### src/rtl/addsub_accum_pkg.sv
// Shared types and constants for the streaming add/sub accumulator and its
// combinational add/sub datapath.
package addsub_accum_pkg;

    typedef enum logic [1:0] {
        IDLE  = 2'd0,
        ACCUM = 2'd1,
        HOLD  = 2'd2
    } state_e;

    localparam logic ADD_OP = 1'b1;
    localparam logic SUB_OP = 1'b0;

    localparam int unsigned ADDSUB_WIDTH = 36;
    localparam int unsigned ACCUM_CNT_W  = 8;

    // Two's-complement overflow from the sign bits of the operands and result.
    // A subtract behaves as an add of the inverted operand, so only its sign flips.
    function automatic logic signed_ovf(
        input logic acc_msb,
        input logic opd_msb,
        input logic res_msb,
        input logic add
    );
        logic eff_msb;
        eff_msb    = (add == ADD_OP) ? opd_msb : ~opd_msb;
        signed_ovf = (acc_msb == eff_msb) && (res_msb != acc_msb);
    endfunction

endpackage

### src/rtl/addsub_ovf.sv
// Combinational add/subtract of an operand into an accumulator value,
// producing the truncated result and a signed-overflow flag.
module addsub_ovf
    import addsub_accum_pkg::*;
#(
    parameter int unsigned WIDTH = ADDSUB_WIDTH
) (
    input  logic [WIDTH-1:0] acc,
    input  logic [WIDTH-1:0] operand,
    input  logic             add,
    output logic [WIDTH-1:0] nxt,
    output logic             ovf
);

    logic [WIDTH-1:0] operand_eff;
    logic [WIDTH-1:0] carry_in;

    always_comb begin
        operand_eff = (add == ADD_OP) ? operand : ~operand;
        carry_in    = {{(WIDTH-1){1'b0}}, (add == SUB_OP)};
        nxt         = acc + operand_eff + carry_in;
        ovf         = signed_ovf(acc[WIDTH-1], operand[WIDTH-1], nxt[WIDTH-1], add);
    end

endmodule

### src/rtl/addsub_accum.sv
// Streaming add/sub accumulator: folds beats into a running sum, emits sum/count/overflow per frame.
// Latency: result valid in the cycle after the last beat is accepted.
// Backpressure: in_ready is low while a result waits in the output register (no bypass).
module addsub_accum
    import addsub_accum_pkg::*;
#(
    parameter int unsigned WIDTH = ADDSUB_WIDTH,
    parameter int unsigned CNT_W = ACCUM_CNT_W
) (
    input  logic             clk,
    input  logic             reset,
    input  logic             in_valid,
    output logic             in_ready,
    input  logic [WIDTH-1:0] in_data,
    input  logic             in_add,
    input  logic             in_last,
    output logic             out_valid,
    input  logic             out_ready,
    output logic [WIDTH-1:0] out_sum,
    output logic [CNT_W-1:0] out_count,
    output logic             out_ovf
);

    state_e           state_q, state_d;
    logic [WIDTH-1:0] acc_q, acc_d;
    logic [CNT_W-1:0] cnt_q, cnt_d;
    logic             ovf_q, ovf_d;
    logic             out_valid_q, out_valid_d;
    logic [WIDTH-1:0] out_sum_q, out_sum_d;
    logic [CNT_W-1:0] out_count_q, out_count_d;
    logic             out_ovf_q, out_ovf_d;

    logic             accept;
    logic             res_hs;
    logic [WIDTH-1:0] beat_sum;
    logic             beat_ovf;
    logic [CNT_W-1:0] cnt_inc;
    logic             ovf_acc;

    addsub_ovf #(
        .WIDTH (WIDTH)
    ) u_addsub_ovf (
        .acc     (acc_q),
        .operand (in_data),
        .add     (in_add),
        .nxt     (beat_sum),
        .ovf     (beat_ovf)
    );

    // State register and all datapath flops.
    always_ff @(posedge clk or posedge reset) begin
        if (reset) begin
            state_q     <= IDLE;
            acc_q       <= '0;
            cnt_q       <= '0;
            ovf_q       <= 1'b0;
            out_valid_q <= 1'b0;
            out_sum_q   <= '0;
            out_count_q <= '0;
            out_ovf_q   <= 1'b0;
        end else begin
            state_q     <= state_d;
            acc_q       <= acc_d;
            cnt_q       <= cnt_d;
            ovf_q       <= ovf_d;
            out_valid_q <= out_valid_d;
            out_sum_q   <= out_sum_d;
            out_count_q <= out_count_d;
            out_ovf_q   <= out_ovf_d;
        end
    end

    // Output process: handshake signals follow the state.
    always_comb begin
        in_ready  = (state_q != HOLD);
        out_valid = out_valid_q;
        out_sum   = out_sum_q;
        out_count = out_count_q;
        out_ovf   = out_ovf_q;
    end

    always_comb begin
        accept  = in_valid && in_ready;
        res_hs  = out_valid_q && out_ready;
        cnt_inc = (&cnt_q) ? cnt_q : cnt_q + {{(CNT_W-1){1'b0}}, 1'b1};
        ovf_acc = ovf_q | beat_ovf;
    end

    // Next-state process.
    always_comb begin
        state_d = state_q;
        case (state_q)
            IDLE, ACCUM: begin
                if (accept) begin
                    state_d = in_last ? HOLD : ACCUM;
                end
            end
            HOLD: begin
                if (res_hs) begin
                    state_d = IDLE;
                end
            end
            default: state_d = IDLE;
        endcase
    end

    // Accept and handshake never coincide: accept needs in_ready, which is low in HOLD.
    always_comb begin
        acc_d       = acc_q;
        cnt_d       = cnt_q;
        ovf_d       = ovf_q;
        out_valid_d = out_valid_q;
        out_sum_d   = out_sum_q;
        out_count_d = out_count_q;
        out_ovf_d   = out_ovf_q;

        if (accept) begin
            if (in_last) begin
                acc_d       = '0;
                cnt_d       = '0;
                ovf_d       = 1'b0;
                out_valid_d = 1'b1;
                out_sum_d   = beat_sum;
                out_count_d = cnt_inc;
                out_ovf_d   = ovf_acc;
            end else begin
                acc_d = beat_sum;
                cnt_d = cnt_inc;
                ovf_d = ovf_acc;
            end
        end

        if (res_hs) begin
            out_valid_d = 1'b0;
        end
    end

endmodule
### config.mk
export PLATFORM = sky130hd
export DESIGN_NAME = addsub_accum
export DESIGN_NICKNAME = d
export VERILOG_FILES = /design/src/rtl/addsub_accum_pkg.sv /design/src/rtl/addsub_ovf.sv /design/src/rtl/addsub_accum.sv
export SDC_FILE = /design/constraint.sdc
export NUM_CORES = 1
export LEC_CHECK = 0
export BUFFER_PORTS_ARGS = -buffer_cell sky130_fd_sc_hd__buf_4
export CAP_MARGIN = 10
export CORE_MARGIN = 2
export CORE_UTILIZATION = 35
export CTS_BUF_LIST = sky130_fd_sc_hd__clkbuf_8
export CTS_CLUSTER_SIZE = 25
export DETAILED_ROUTE_END_ITERATION = 12
export GPL_ROUTABILITY_DRIVEN = 0
export PLACE_DENSITY = 0.55
export SYNTH_ARGS = -nofsm -noshare
export SYNTH_HDL_FRONTEND = slang
export SYNTH_SLANG_ARGS = --single-unit
### constraint.sdc
create_clock -name clk -period 2.8 [get_ports clk]
set_input_delay 0.42 -clock clk [delete_from_list [all_inputs] [get_ports clk]]
set_output_delay 0.42 -clock clk [all_outputs]
set_load 0.02 [all_outputs]
==> summary.log <==
[floorplanning] core region area 16400 um2
[grt] wire length of the first global-routing pass 26000 um
[setup_path] Critical Path Sink Type register
[final_layout] Post-Route Utilization 50.7%
[sta] worst setup slack after layout -0.0810 ns
[sta] RSZ-0062 raised after global routing true
[clock_network] worst-skew pair later-pin latency 0.40 ns
[clock_network] clock tree root buffer cell sky130_fd_sc_hd__clkbuf_8
[routing] remaining antenna violation count 0
[sta] fin. max-slew vios 0
[setup_path] terminus of the critical flop-to-flop path out_sum[34]
[floorplanning] overall die width 133 um
[routing] per-cell routed wire length 15.4 um
[synth] Mapped Cells 612
[final_layout] final-stage net count 892
[synth] count of different cell masters after synthesis 58
[clock_network] CTS tree yes
[grt] most heavily used metal layer in global routing met2
[synth] number of flops mapped to enable cells by yosys 0
[place] half-perimeter wire length after placement 11700 um
[setup_path] reg-to-reg startpoint acc_q[0]
[sta] Post-Route Skew 0.0181 ns
[grt] met1 Track Usage GR 24.7%
[clock_network] Clk pin slew, worst setup/hold paths 0.11 ns
[sta] Worst Hold Margin 0.0721 ns
[sta] final setup TNS -0.211 ns
[routing] sum of routed wire length over all layers 16000 um
[synth] number of synthesized register bits 93
[synth] share of the synthesized area in compound gates (AO/OA/AOI/OAI) 21.2%
[final_layout] share of final-layout standard cells stronger than drive strength 1 40.2%
[synth] most used standard cells in the synthesized netlist sky130_fd_sc_hd__dfrtp_1 (93), sky130_fd_sc_hd__nand2_1 (82), sky130_fd_sc_hd__o21ai_0 (63)
[setup_path] max incr delay on CP 0.40 ns
[grt] total global-route track usage 18.2%
[synth] top_reg_cell synth sky130_fd_sc_hd__dfrtp_1
[sta] peak clock frequency supported by timing 347 MHz
[synth] post-synthesis sequential area ratio 40.0%
[place] Post-Place Cell Area 7470 um2
[routing] total vias in the final route 5236
[final_layout] fill cell total of the finished layout 1485
[setup_path] crit path cell chain nor2b_2 -> nor2_1 -> fa_2 -> a21o_1 -> a31o_1 -> a211oi_4 -> a211oi_2 -> o31ai_2 -> a21oi_2 -> a211oi_2 -> xnor2_1 -> mux2_2
[synth] main combinational cell family by area after synthesis compound AO/OA/AOI/OAI gates
[sta] number of setup violations in the final report 4
[setup_path] CP Data Arrival Time 3.17 ns
[floorplanning] chip height 133 um
[synth] area share of the leading cell type in the synthesized netlist 40.0%
[synth] Adder-Cell Fraction of Synth Area 7.88%
[setup_path] worst path required time 3.09 ns
[floorplanning] placement row count 47
[final_layout] area of combinational cells with multiple inputs 3720 um2
[routing] vias per inst 5.04
[synth] Mapped Nets 690
[sta] max_slew headroom 52.4%
[pwr] standby leakage power 3.94 nW
[sta] Final Hold Viols 0
[synth] largest cells by area after synthesis sky130_fd_sc_hd__dfrtp_1 (40%), sky130_fd_sc_hd__xnor2_1 (8.4%), sky130_fd_sc_hd__ha_1 (7.5%), sky130_fd_sc_hd__o21ai_0 (5.4%), sky130_fd_sc_hd__nand2_1 (5.3%)
[synth] mean instance size in the synthesized netlist 9.50 um2
[setup_path] most repeated library cell on the critical path sky130_fd_sc_hd__a211oi_2
[place] # port buffers 88
[place] worst-case setup slack after placement -0.478 ns
[final_layout] post-synthesis to final-layout area growth 43.2%
[setup_path] setup slack of the worst register-to-register path -0.08 ns
[grt] number of global-route vias before repair 5261
[final_layout] total inserted antenna cells 0
[setup_path] crit path max-delay cell type sky130_fd_sc_hd__dfrtp_1
[synth] Mapped Area 5810 um2
[floorplanning] area of the die 17700 um2
[sta] worst-margin pin slew 0.712 ns
[synth] library cell with the largest summed area after synthesis sky130_fd_sc_hd__dfrtp_1
[pwr] worst ir drop on vdd 0.566 mV
[pwr] power per cell area 1110 nW/um2
[floorplanning] # IOs 89
[grt] Overflow after GRT 0
[grt] initial antenna violation count 0
[setup_path] number of cells traversed by the worst register-to-register path 12
[clock_network] number of H-tree branching levels 3
[setup_path] critical path start-end classification reg -> reg
[synth] post-synthesis simple-gate area fraction 12.2%
[run_status] failing checks setup timing
[routing] initial DRC count 269
[clock_network] number of clock sinks seen by CTS 93
[routing] number of iterations in the first detailed-routing pass 5
[clock_network] Inserted Clock Buffers 9
[flow_run] max capacitance violation total 0
[final_layout] combined flip-flop and latch cell area 2330 um2
[synth] Yosys Warn Count 0
[setup_path] launching element type of the critical path register
[sta] share of the cycle needed by the critical path after routing 103%
[clock_network] Bufs on Longest Clock Path 2
[routing] DRC violation count after routing 0
[min_path] Tightest Hold Check Type in -> async
[sta] shortest period the worst path allows 2.88 ns
[synth] share of synthesized flip-flops with an asynchronous set or reset 100%
[final_layout] design area 8330 um2
[grt] GR Layer Usage met3 3.14%
[floorplanning] effective utilization at floorplan 35.4%
[clock_network] total of hold buffers inserted after clock tree synthesis 0
[grt] met2 usage in global routing 28.9%
[synth] fraction of synthesized area in multiplexers 4.35%
[synth] most numerous cell in the Yosys netlist sky130_fd_sc_hd__dfrtp_1
[run_status] run status complete, but fails checks
[grt] largest net degree at the start of global routing 53
[synth] post-synthesis xor/xnor area fraction 11.3%
[setup_path] critical path fanouts, max 2
==> worst max-delay path by stage <==
stage	slack (ns)	to	cells after the start	start
floorplan	-0.24	out_sum[29]	13	in_add
global placement	-0.46	out_sum[29]	14	in_add
detailed placement	-0.48	out_sum[29]	14	in_add
CTS	-0.06	out_sum[34]	12	acc_q[0]
global route	-0.21	out_sum[34]	12	acc_q[0]
finish	-0.08	out_sum[34]	12	acc_q[0]
==> critical path, delay by kind of cell, from the launching register on <==
| kind | cells | cell delay (ns) |
|---|---|---|
| AND/OR/NAND/NOR | 2 | 0.20 |
| flip-flops | 1 | 0.40 |
| AO/OA/AOI/OAI | 7 | 1.46 |
| adder cells (fa/ha/maj) | 1 | 0.33 |
| multiplexers | 1 | 0.27 |
| XOR/XNOR | 1 | 0.12 |
==> sequential cells by signal, summed over array words and instances, names as in the netlist <==
| signal | cells |
|---|---|
| out_sum | 36 |
| acc_q | 36 |
| cnt_q | 8 |
| out_ovf | 1 |
| ovf_q | 1 |
| out_valid | 1 |
| out_count | 8 |
| state_q | 2 |
==> per-stage QoR <==
| stage | instances | total power [mW] |
|---|---|---|
| 2_1_floorplan | 612 | 5.51 |
| 3_3_place_gp | 991 | 7.53 |
| 3_5_place_dp | 991 | 7.63 |
| 4_1_cts | 1012 | 8.71 |
| 5_1_grt | 1039 | 9.97 |
| 6_report | 1039 | 9.24 |
==> layout by cell type, fill, tap and decap left out, types with 7 or more instances in the layout <==
master,netlist,final
sky130_fd_sc_hd__ha_1,35,27
sky130_fd_sc_hd__nor2_1,23,20
sky130_fd_sc_hd__mux2_2,18,18
sky130_fd_sc_hd__nand3_1,11,9
sky130_fd_sc_hd__buf_4,0,211
sky130_fd_sc_hd__a21oi_1,43,35
sky130_fd_sc_hd__nor3_1,11,8
sky130_fd_sc_hd__a21o_1,14,14
sky130_fd_sc_hd__dfrtp_1,93,93
sky130_fd_sc_hd__inv_1,13,13
sky130_fd_sc_hd__xnor2_1,56,41
sky130_fd_sc_hd__o21ai_1,4,13
sky130_fd_sc_hd__clkbuf_8,0,9
sky130_fd_sc_hd__xor2_1,17,16
sky130_fd_sc_hd__a21oi_2,0,7
sky130_fd_sc_hd__xnor2_2,0,13
sky130_fd_sc_hd__a22o_1,19,19
sky130_fd_sc_hd__nand2_1,82,79
sky130_fd_sc_hd__ha_4,0,7
sky130_fd_sc_hd__o21ai_0,63,53
==> layer usage <==
metal	wire (um)	part of all wire, %	vias to the layer above
li1	-	-	2569
met1	7500	47	2530
met2	7660	48	116
met3	584	3.6	21
met4	298	1.9	0
met5	0	0	-
==> repair_timing <==
action	in CTS	in global routing
pin swaps	10	34
setup buffers	5	27
setup endpoints to repair	10	34
gates resized for setup	3	78
==> power breakdown <==
group	switching, mW	total [mW]	internal [mW]
Clock	0.554	0.983	0.429
Sequential	0.379	2.29	1.91
Combinational	3.01	5.97	2.96
==> logic make-up after synthesis <==
logic type,after synthesis
buffers and inverters,43
AO/OA/AOI/OAI,186
AND/OR/NAND/NOR,157
multiplexers,23
flip-flops,93
adder cells (fa/ha/maj),36
XOR/XNOR,74
==> area by class of cell <==
class | instances | share of cell area [%]
Timing Repair Buffer | 221 | 20.9
Multi-Input combinational cell | 476 | 44.7
Clock buffer | 9 | 1.49
Inverter | 13 | 0.631
Tap cell | 220 | 3.31
Sequential cell | 93 | 28.0
Clock inverter | 7 | 0.977
Note: power is estimated with default switching activity, not from simulation.
